--- src/rtl/axi_line_write_responder_if.sv ---
// Write-channel bundle between the dcache writeback master and the line responder:
// AW/W/B AXI channels plus the assembled-line valid/ready port toward the next level.
interface axi_line_write_responder_if #(
  parameter int ADDR_W = 32,
  parameter int DATA_W = 64,
  parameter int BEATS  = 8,
  parameter int ID_W   = 4
);
  logic                      aw_valid;
  logic                      aw_ready;
  logic [ID_W-1:0]           aw_id;
  logic [ADDR_W-1:0]         aw_addr;
  logic [7:0]                aw_len;
  logic [2:0]                aw_size;
  logic [1:0]                aw_burst;
  logic [2:0]                aw_snoop;
  logic                      w_valid;
  logic                      w_ready;
  logic [DATA_W-1:0]         w_data;
  logic [DATA_W/8-1:0]       w_strb;
  logic                      w_last;
  logic                      b_valid;
  logic                      b_ready;
  logic [ID_W-1:0]           b_id;
  logic [1:0]                b_resp;
  logic                      line_valid;
  logic                      line_ready;
  logic [ADDR_W-1:0]         line_addr;
  logic [BEATS*DATA_W-1:0]   line_data;
  logic [BEATS*DATA_W/8-1:0] line_mask;
  logic                      line_dirty;

  modport slave (
    input  aw_valid, aw_id, aw_addr, aw_len, aw_size, aw_burst, aw_snoop,
    output aw_ready,
    input  w_valid, w_data, w_strb, w_last,
    output w_ready,
    output b_valid, b_id, b_resp,
    input  b_ready,
    output line_valid, line_addr, line_data, line_mask, line_dirty,
    input  line_ready
  );

  modport master (
    output aw_valid, aw_id, aw_addr, aw_len, aw_size, aw_burst, aw_snoop,
    input  aw_ready,
    output w_valid, w_data, w_strb, w_last,
    input  w_ready,
    input  b_valid, b_id, b_resp,
    output b_ready,
    input  line_valid, line_addr, line_data, line_mask, line_dirty,
    output line_ready
  );
endinterface

--- src/rtl/axi_line_write_responder.sv ---
// Slave end of the dcache writeback bus: collects one full-line burst, forwards
// dirty lines downstream and returns a single B response. One burst in flight.
module axi_line_write_responder #(
  parameter int ADDR_W = 32,
  parameter int DATA_W = 64,
  parameter int BEATS  = 8,
  parameter int ID_W   = 4
) (
  input logic                       clk,
  input logic                       rst,
  axi_line_write_responder_if.slave bus
);
  localparam int STRB_W = DATA_W / 8;
  localparam int LINE_W = BEATS * DATA_W;
  localparam int MASK_W = BEATS * STRB_W;
  localparam int OFF_W  = $clog2(MASK_W);
  localparam int CNT_W  = (BEATS > 1) ? $clog2(BEATS) : 1;

  localparam logic [7:0]       LEN_OK      = 8'(BEATS - 1);
  localparam logic [2:0]       SIZE_OK     = 3'($clog2(STRB_W));
  localparam logic [1:0]       BURST_INCR  = 2'b01;
  localparam logic [CNT_W-1:0] CNT_MAX     = CNT_W'(BEATS - 1);
  localparam logic [2:0]       SNOOP_CLEAN = 3'b010;
  localparam logic [2:0]       SNOOP_EVICT = 3'b101;
  localparam logic [1:0]       RESP_OKAY   = 2'b00;
  localparam logic [1:0]       RESP_SLVERR = 2'b10;

  typedef enum logic [1:0] {S_IDLE, S_DATA, S_OUT, S_RESP} state_t;

  state_t              r_state;
  logic [ID_W-1:0]     r_id;
  logic [ADDR_W-1:0]   r_addr;
  logic [2:0]          r_snoop;
  logic                r_err;
  logic [CNT_W-1:0]    r_cnt;
  logic [LINE_W-1:0]   r_data;
  logic [MASK_W-1:0]   r_mask;
  logic                r_dirty;
  logic                r_aw_ready;
  logic                r_w_ready;
  logic                r_b_valid;
  logic [1:0]          r_b_resp;
  logic [ID_W-1:0]     r_b_id;
  logic                r_line_valid;

  logic                w_aw_hs;
  logic                w_w_hs;
  logic                w_aw_err;
  logic                w_beat_end;
  logic                w_beat_err;
  logic                w_burst_err;
  logic [MASK_W-1:0]   w_sel;
  logic [LINE_W-1:0]   w_data_merged;
  logic [MASK_W-1:0]   w_mask_merged;

  assign w_aw_hs = bus.aw_valid & r_aw_ready;
  assign w_w_hs  = bus.w_valid & r_w_ready;

  assign w_aw_err = (bus.aw_len != LEN_OK) | (bus.aw_size != SIZE_OK) |
                    (bus.aw_burst != BURST_INCR) | (bus.aw_addr[OFF_W-1:0] != '0);

  // A burst ends on w_last or on the final beat slot, whichever comes first;
  // any disagreement between the two marks the burst as malformed.
  assign w_beat_end  = bus.w_last | (r_cnt == CNT_MAX);
  assign w_beat_err  = bus.w_last ? (r_cnt != CNT_MAX) : (r_cnt == CNT_MAX);
  assign w_burst_err = r_err | w_beat_err;

  for (genvar gi = 0; gi < MASK_W; gi++) begin : g_byte
    localparam int BEAT = gi / STRB_W;
    localparam int LANE = gi % STRB_W;
    assign w_sel[gi] = (r_cnt == CNT_W'(BEAT)) & bus.w_strb[LANE];
    assign w_data_merged[gi*8 +: 8] = w_sel[gi] ? bus.w_data[LANE*8 +: 8] : r_data[gi*8 +: 8];
    assign w_mask_merged[gi] = r_mask[gi] | w_sel[gi];
  end

  always_ff @(posedge clk) begin
    if (!rst) begin
      r_state      <= S_IDLE;
      r_id         <= '0;
      r_addr       <= '0;
      r_snoop      <= '0;
      r_err        <= 1'b0;
      r_cnt        <= '0;
      r_data       <= '0;
      r_mask       <= '0;
      r_dirty      <= 1'b0;
      r_aw_ready   <= 1'b0;
      r_w_ready    <= 1'b0;
      r_b_valid    <= 1'b0;
      r_b_resp     <= '0;
      r_b_id       <= '0;
      r_line_valid <= 1'b0;
    end else begin
      case (r_state)
        S_IDLE: begin
          r_aw_ready <= 1'b1;
          if (w_aw_hs) begin
            r_aw_ready <= 1'b0;
            r_w_ready  <= 1'b1;
            r_id       <= bus.aw_id;
            r_addr     <= {bus.aw_addr[ADDR_W-1:OFF_W], {OFF_W{1'b0}}};
            r_snoop    <= bus.aw_snoop;
            r_err      <= w_aw_err;
            r_cnt      <= '0;
            r_data     <= '0;
            r_mask     <= '0;
            r_state    <= S_DATA;
          end
        end
        S_DATA: begin
          if (w_w_hs) begin
            r_data <= w_data_merged;
            r_mask <= w_mask_merged;
            r_cnt  <= r_cnt + 1'b1;
            if (w_beat_end) begin
              r_w_ready <= 1'b0;
              if (w_burst_err || r_snoop == SNOOP_EVICT) begin
                // Evicted clean lines are dropped: only the response goes back.
                r_b_valid <= 1'b1;
                r_b_resp  <= w_burst_err ? RESP_SLVERR : RESP_OKAY;
                r_b_id    <= r_id;
                r_state   <= S_RESP;
              end else begin
                r_line_valid <= 1'b1;
                r_dirty      <= (r_snoop == SNOOP_CLEAN);
                r_state      <= S_OUT;
              end
            end
          end
        end
        S_OUT: begin
          if (bus.line_ready) begin
            r_line_valid <= 1'b0;
            r_b_valid    <= 1'b1;
            r_b_resp     <= RESP_OKAY;
            r_b_id       <= r_id;
            r_state      <= S_RESP;
          end
        end
        S_RESP: begin
          if (bus.b_ready) begin
            r_b_valid  <= 1'b0;
            r_aw_ready <= 1'b1;
            r_state    <= S_IDLE;
          end
        end
        default: r_state <= S_IDLE;
      endcase
    end
  end

  assign bus.aw_ready   = r_aw_ready;
  assign bus.w_ready    = r_w_ready;
  assign bus.b_valid    = r_b_valid;
  assign bus.b_id       = r_b_id;
  assign bus.b_resp     = r_b_resp;
  assign bus.line_valid = r_line_valid;
  assign bus.line_addr  = r_addr;
  assign bus.line_data  = r_data;
  assign bus.line_mask  = r_mask;
  assign bus.line_dirty = r_dirty;
endmodule

--- src/flat_wrapper.sv ---
// flat-port wrapper written by rule: the top's interface ports become plain ports
module axi_line_write_responder_flat 
#(
  parameter int ADDR_W = 32,
  parameter int DATA_W = 64,
  parameter int BEATS  = 8,
  parameter int ID_W   = 4
)
  (clk, rst, bus_aw_valid, bus_aw_id, bus_aw_addr, bus_aw_len, bus_aw_size, bus_aw_burst, bus_aw_snoop, bus_aw_ready, bus_w_valid, bus_w_data, bus_w_strb, bus_w_last, bus_w_ready, bus_b_valid, bus_b_id, bus_b_resp, bus_b_ready, bus_line_valid, bus_line_addr, bus_line_data, bus_line_mask, bus_line_dirty, bus_line_ready);
  axi_line_write_responder_if #(.ADDR_W(ADDR_W), .DATA_W(DATA_W), .BEATS(BEATS), .ID_W(ID_W)) bus_i ();
  input logic clk;
  input logic rst;
  input wire logic [$bits(bus_i.aw_valid)-1:0] bus_aw_valid;
  input wire logic [$bits(bus_i.aw_id)-1:0] bus_aw_id;
  input wire logic [$bits(bus_i.aw_addr)-1:0] bus_aw_addr;
  input wire logic [$bits(bus_i.aw_len)-1:0] bus_aw_len;
  input wire logic [$bits(bus_i.aw_size)-1:0] bus_aw_size;
  input wire logic [$bits(bus_i.aw_burst)-1:0] bus_aw_burst;
  input wire logic [$bits(bus_i.aw_snoop)-1:0] bus_aw_snoop;
  output wire logic [$bits(bus_i.aw_ready)-1:0] bus_aw_ready;
  input wire logic [$bits(bus_i.w_valid)-1:0] bus_w_valid;
  input wire logic [$bits(bus_i.w_data)-1:0] bus_w_data;
  input wire logic [$bits(bus_i.w_strb)-1:0] bus_w_strb;
  input wire logic [$bits(bus_i.w_last)-1:0] bus_w_last;
  output wire logic [$bits(bus_i.w_ready)-1:0] bus_w_ready;
  output wire logic [$bits(bus_i.b_valid)-1:0] bus_b_valid;
  output wire logic [$bits(bus_i.b_id)-1:0] bus_b_id;
  output wire logic [$bits(bus_i.b_resp)-1:0] bus_b_resp;
  input wire logic [$bits(bus_i.b_ready)-1:0] bus_b_ready;
  output wire logic [$bits(bus_i.line_valid)-1:0] bus_line_valid;
  output wire logic [$bits(bus_i.line_addr)-1:0] bus_line_addr;
  output wire logic [$bits(bus_i.line_data)-1:0] bus_line_data;
  output wire logic [$bits(bus_i.line_mask)-1:0] bus_line_mask;
  output wire logic [$bits(bus_i.line_dirty)-1:0] bus_line_dirty;
  input wire logic [$bits(bus_i.line_ready)-1:0] bus_line_ready;
  assign bus_i.aw_valid = bus_aw_valid;
  assign bus_i.aw_id = bus_aw_id;
  assign bus_i.aw_addr = bus_aw_addr;
  assign bus_i.aw_len = bus_aw_len;
  assign bus_i.aw_size = bus_aw_size;
  assign bus_i.aw_burst = bus_aw_burst;
  assign bus_i.aw_snoop = bus_aw_snoop;
  assign bus_aw_ready = bus_i.aw_ready;
  assign bus_i.w_valid = bus_w_valid;
  assign bus_i.w_data = bus_w_data;
  assign bus_i.w_strb = bus_w_strb;
  assign bus_i.w_last = bus_w_last;
  assign bus_w_ready = bus_i.w_ready;
  assign bus_b_valid = bus_i.b_valid;
  assign bus_b_id = bus_i.b_id;
  assign bus_b_resp = bus_i.b_resp;
  assign bus_i.b_ready = bus_b_ready;
  assign bus_line_valid = bus_i.line_valid;
  assign bus_line_addr = bus_i.line_addr;
  assign bus_line_data = bus_i.line_data;
  assign bus_line_mask = bus_i.line_mask;
  assign bus_line_dirty = bus_i.line_dirty;
  assign bus_i.line_ready = bus_line_ready;
  axi_line_write_responder #(.ADDR_W(ADDR_W), .DATA_W(DATA_W), .BEATS(BEATS), .ID_W(ID_W)) u_core (.clk(clk), .rst(rst), .bus(bus_i));
endmodule
--- config.mk ---
export PLATFORM = sky130hd
export DESIGN_NAME = axi_line_write_responder_flat
export DESIGN_NICKNAME = d
export VERILOG_FILES = /design/src/rtl/axi_line_write_responder_if.sv /design/src/rtl/axi_line_write_responder.sv /design/src/flat_wrapper.sv
export SDC_FILE = /design/constraint.sdc
export NUM_CORES = 1
export LEC_CHECK = 0
export BUFFER_PORTS_ARGS = -buffer_cell sky130_fd_sc_hd__buf_2
export CELL_PAD_IN_SITES_DETAIL_PLACEMENT = 0
export CELL_PAD_IN_SITES_GLOBAL_PLACEMENT = 1
export CORE_AREA = 5 5 290 292
export CTS_CLUSTER_SIZE = 40
export DETAILED_ROUTE_END_ITERATION = 7
export DIE_AREA = 0 0 295 297
export PLACE_DENSITY = 0.73
export RECOVER_POWER = 100
export SLEW_MARGIN = 20
export SYNTH_ARGS = -nofsm -noshare
export SYNTH_HDL_FRONTEND = slang
export SYNTH_SLANG_ARGS = --single-unit
--- constraint.sdc ---
create_clock -name clk -period 5.94 [get_ports clk]
set_input_delay 0.594 -clock clk [delete_from_list [all_inputs] [get_ports clk]]
set_output_delay 0.594 -clock clk [all_outputs]
set_load 0.05 [all_outputs]
== After elaboration in Yosys (flattened, before gate mapping) ==
Index checks and enable logic that the tools add are counted.
W data, S select, Z words.
Storage, ports and cells
  flip-flop bits (word level): 626
  word-level logic and storage cells: 493
Operators by class
  add/subtract/negate cells: 1
  equality and inequality tests: 87
  muxes and demuxes: 110
  bitwise logic cells: 136
  reductions and logical operators: 81
Operator list (number)
  $mux W512: 2
  $pmux W512 S2: 1
  $mux W8: 64
  $reduce_and A4 Y1: 66
  $ne A2 B1 Y1 const B: 69
  $mux W64: 2
  $pmux W64 S2: 1
  $or A1 B1 Y1: 69
  $and A1 B1 Y1: 66
  $mux W2: 10
  $mux W1: 16
  $mux W4: 4
  $eq A3 B3 Y1 const B: 5
  $reduce_and A5 Y1: 3
  $eq A3 B2 Y1 const B: 3
  $ne A8 B3 Y1 const B: 1
  $pmux W2 S4: 1
  $pmux W4 S2: 1
  $mux W3: 2
  $ne A2 B2 Y1 const B: 3
  $pmux W1 S2: 3
  $pmux W3 S2: 1
  $reduce_and A6 Y1: 1
  $reduce_bool A2 Y1: 3
  16 further kinds: 18

== Logic depth before layout (Yosys ltp) ==
  depth after elaboration: 8
  depth in mapped cells: 10
  mapped depth without buffers: 8

== Worst setup path after synthesis ==
No wires, ideal clock.
  path type: flip-flop to flip-flop
  start: register u_core.r_cnt[2]
  end: register u_core.r_b_valid, in the netlist u_core.bus.b_valid
  setup time: 118 ps
  arrival time: 2112 ps
  required time: 5822 ps
  slack: 3710 ps
  stages on the path, launching flop included: 10
  clock period less this slack: 2230 ps
  path through: dfxtp_1 ha_1 clkbuf_1 inv_1 ha_1 nor2_1 nand3_1 and3_1 buf_2 o2111a_1
Between the ends
  cells in the longest elaborated chain, start to end: 6
  elaborated cells between the ends (all ways): 9
Ends and longest elaborated chain
  start: declaration: RTL line axi_line_write_responder.sv:35  | logic [CNT_W-1:0] r_cnt;
  start signal: assignment: RTL line axi_line_write_responder.sv:114  | r_cnt <= r_cnt + 1'b1;
  $eq A3 B3 Y1 or $ne A3 B3 Y1 (tied branches): RTL line axi_line_write_responder.sv:64, axi_line_write_responder.sv:65
  $mux W1: RTL line axi_line_write_responder.sv:65  | assign w_beat_err = bus.w_last ? (r_cnt != CNT_MAX) : (r_cnt == CNT_MAX);
  $or A1 B1 Y1: RTL line axi_line_write_responder.sv:66  | assign w_burst_err = r_err | w_beat_err;
  $logic_or A1 B1 Y1: RTL line axi_line_write_responder.sv:117  | if (w_burst_err || r_snoop == SNOOP_EVICT) begin
  $ne A2 B1 Y1 (no source line)
  $reduce_and A6 Y1 (no source line) *
  end signal: assignment: RTL line axi_line_write_responder.sv:89  | r_b_valid <= 1'b0;
  end signal: assignment: RTL line axi_line_write_responder.sv:119  | r_b_valid <= 1'b1;
  end signal: assignment: RTL line axi_line_write_responder.sv:134  | r_b_valid <= 1'b1;
  end: declaration: RTL line axi_line_write_responder.sv:41  | logic r_b_valid;
Every way passes the cells marked *; elsewhere a longest branch is shown, timed or not.
A chain may end at the register's enable or synchronous reset.

== Worst setup path in the final report ==
  start: register u_core.r_state[1]
  end: register u_core.r_data[174], in the netlist u_core.bus.line_data[174]
Between the ends
  cells in the longest elaborated chain, start to end: 3
  elaborated cells between the ends (all ways): 8
Ends and longest elaborated chain
  start: declaration: RTL line axi_line_write_responder.sv:30  | state_t r_state;
  start signal: assignment: RTL line axi_line_write_responder.sv:78  | r_state <= S_IDLE;
  start signal: assignment: RTL line axi_line_write_responder.sv:107  | r_state <= S_DATA;
  start signal: assignment: RTL line axi_line_write_responder.sv:122  | r_state <= S_RESP;
  $eq A2 B1 Y1 or $logic_not A2 Y1 (tied branches): RTL line axi_line_write_responder.sv:94  | case (r_state)
  $ne A2 B1 Y1 (no source line) or $reduce_bool A2 Y1 (tied branches)
  $reduce_and A4 Y1 (no source line)
  end signal: assignment: RTL line axi_line_write_responder.sv:112  | r_data <= w_data_merged;
  end: declaration: RTL line axi_line_write_responder.sv:36  | logic [LINE_W-1:0] r_data;
Parallel ways exist; a longest one is shown, timed or not.

==> reports/results.ini <==
[run_status]
status=finished, violations left
violations=capacitance limit, slew limit

[setup_path]
worstPathRequired_ps=6390
regToRegEndpoint=u_core.bus.line_data[174]$_SDFFE_PN0P_
crit_fanout=60
startpoint=u_core.r_state[1]$_SDFFE_PN0P_
crit-reg2reg-launch=u_core.r_state[1]$_SDFFE_PN0P_
rr_worst_depth=8
crit_path_end=u_core.bus.line_data[174]$_SDFFE_PN0P_
cp.arrival_ps=4880
worstSetupStartpointType=flip-flop
setup.worst_path.end_class=flip-flop
r2r_setup_slack_ps=1510
setup.worst_path.class=flip-flop to flip-flop

[routing]
vias_per_cell=5.32
via_count=25100
first_pass_iters=6
detail-route-antenna-nets=0
drt_wl_total_mm=106
first_iter_violations=2240
drcViolationCount=0
routedWlPerCell_um=22.4

[floorplanning]
die_w_um=295
dieArea_um2=87600
die_h_um=297
ios=750
num_rows=105
coreArea_um2=81300
start_util=0.331

[synth]
postSynthAreaPerCell_um2=8.54
synth_ff_type=dfxtp_1
synth_area_um2=26900
syn_inst=3151
ys_types=47
synth_largest_area_cell=dfxtp_1
synth_seq_cells=625
synth_top_area_share=0.465
ys_warn_count=0
synth-edff-count=0
synth_top_cells_by_area=dfxtp_1, a21oi_1, nand3b_1
ys_seq_area_frac=0.465
async_flop_share=0

[pwr]
power.net_switching_w=0.00443
switching_share=0.376
power_density_nw_per_um2=369
combPwrFrac=0.243
clockPowerShare=0.388
p_seq_frac=0.369
internal_power_w=0.00734
p_leak_nw=9.93
vdd_drop_max_uv=403

[final_layout]
stdcell_area_um2=31900
multi_input_area_um2=12300
drive_above_1_share=0.0854
layout_commonest_cell=clkbuf_1
n_fill_cell=8612
layout_common_cells=clkbuf_1, dfxtp_1, a21oi_1, nand3_1, nand3b_1
nNetsFinal=3743
syn_to_final_growth_pct=18.7
regArea_um2=12500

[cts]
insertion_delay_ps=620
path_clk_slew_ps=60
cts_sinks=625
postCtsSetupBuffers=0
h-tree-depth=3
cts_buffer_depth=3
clockRootBuffer=clkbuf_16
cts_tree=yes
hold_buffers=0
cts_resized=0
cts_buffers=74

[sta]
finalClockSkew_ps=36.8
period_needed_ps=4430
maxSlewHeadroom=-0.771
fmax_mhz=226
max_slew.worst_pin.slew_ps=2660
period_share=0.746
hold_viol_final=0
rsz0062_at_grt=false
setup_violations=0
finalMaxSlewViolations=618
tns_ps=0

[place]
dpl-instance-area_um2=30600
dpl.hpwl_mm=66.2
portBuffers=742
gp_congestion=0.801

[global_routing]
grt_max_degree=214
overflow=0
antenna_found_initial=1
grt_use_total=0.225
grt_pass1_vias=22900
grt_pass1_wl_mm=156

[flow_run]
drv_cap=20

[min_path]
min-delay-path-class=input port to flip-flop

==> registers in the layout, indices dropped and copies added, names as in the netlist, 2 cells and up <==
register	flops
u_core.r_state	2
u_core.bus.b_id	4
u_core.bus.line_mask	64
u_core.r_snoop	3
u_core.bus.line_data	512
u_core.r_cnt	3
u_core.r_id	4
u_core.bus.line_addr	26
==> power groups by stage <==
| stage | clock (W) | combinational, W | sequential (W) |
|---|---|---|---|
| finish | 0.00456 | 0.00286 | 0.00435 |
| global route | 0.00484 | 0.00303 | 0.00436 |
| CTS | 0.00467 | 0.00301 | 0.00435 |
| detailed placement | 0 | 0.00301 | 0.00444 |
| global placement | 0 | 0.00301 | 0.00444 |
| floorplan | 0 | 0.00193 | 0.00471 |
==> worst max-delay path: stages, from the launching register on <==
cell	delay, ps
dfxtp_1	370
inv_1	110
ha_4	420
a21boi_0	270
buf_12	270
nor4b_1	440
clkbuf_1	1900
a21o_1	300
a21oi_1	70
==> synthesized netlist by cell type, types with 4 or more instances <==
cell type,count
mux2i_1,4
nand4_1,193
clkbuf_1,215
buf_4,29
nand2_1,287
dfxtp_1,625
o21ai_0,5
nor2_1,115
nor4b_1,4
nand3_1,326
nor4_2,6
nor4b_4,24
a21oi_1,574
buf_2,93
ha_1,11
buf_1,15
nor4_4,10
inv_1,8
a21o_1,194
clkbuf_2,54
nand3b_1,321
==> worst min-delay path by stage <==
stage / to / slack [ps] / from / cells past startpoint
CTS: u_core.bus.line_addr[8]$_SDFFE_PN0P_ / 170 / bus_aw_addr[8] / 3
finish: u_core.bus.line_addr[17]$_SDFFE_PN0P_ / 210 / bus_aw_addr[17] / 3
global route: u_core.bus.line_addr[31]$_SDFFE_PN0P_ / 190 / bus_aw_addr[31] / 3
floorplan: u_core.r_id[0]$_SDFFE_PN0P_ / 440 / u_core.r_id[0]$_SDFFE_PN0P_ / 2
global placement: u_core.bus.line_addr[30]$_SDFFE_PN0P_ / 440 / u_core.bus.line_addr[30]$_SDFFE_PN0P_ / 2
detailed placement: u_core.bus.line_addr[8]$_SDFFE_PN0P_ / 440 / u_core.bus.line_addr[8]$_SDFFE_PN0P_ / 2
==> stage by stage <==
| stage | cells | utilization | worst slack, ps | power (W) | hold WS, ps |
|---|---|---|---|---|---|
| final | 4725 | 0.393 | 1510 | 0.0118 | 211 |
| after global routing | 4724 | 0.393 | 1190 | 0.0122 | 188 |
| after CTS | 4723 | 0.405 | 2410 | 0.0120 | 165 |
| after detailed placement | 4594 | 0.376 | 2460 | 0.00745 | 443 |
| after global placement | 4594 | 0.376 | 2520 | 0.00744 | 438 |
| after floorplan | 3157 | - | 3710 | 0.00664 | 437 |
==> kinds of logic after synthesis <==
logic type	synth area share
flops	0.465
fa+ha+maj	0.00512
compound gates	0.169
simple gates	0.289
mux	0.00149
buf+inv	0.0701
other cells	0.000139
==> final cells by class <==
cell class,count,share of cell area
multi-input cells,2114,0.387
clock inverters,16,0.00768
clock buffers,113,0.0677
well taps,1070,0.0419
inverters,9,0.00129
diodes,1,0.0000784
repair buffers,777,0.103
flip-flops and latches,625,0.392
==> layer usage <==
metal  share of wire  GRT usage
met1            0.43      0.302
met2            0.48      0.370
met3           0.069     0.0470
met4           0.025     0.0595
met5               0          0
Note: power is estimated with default switching activity, not from simulation.
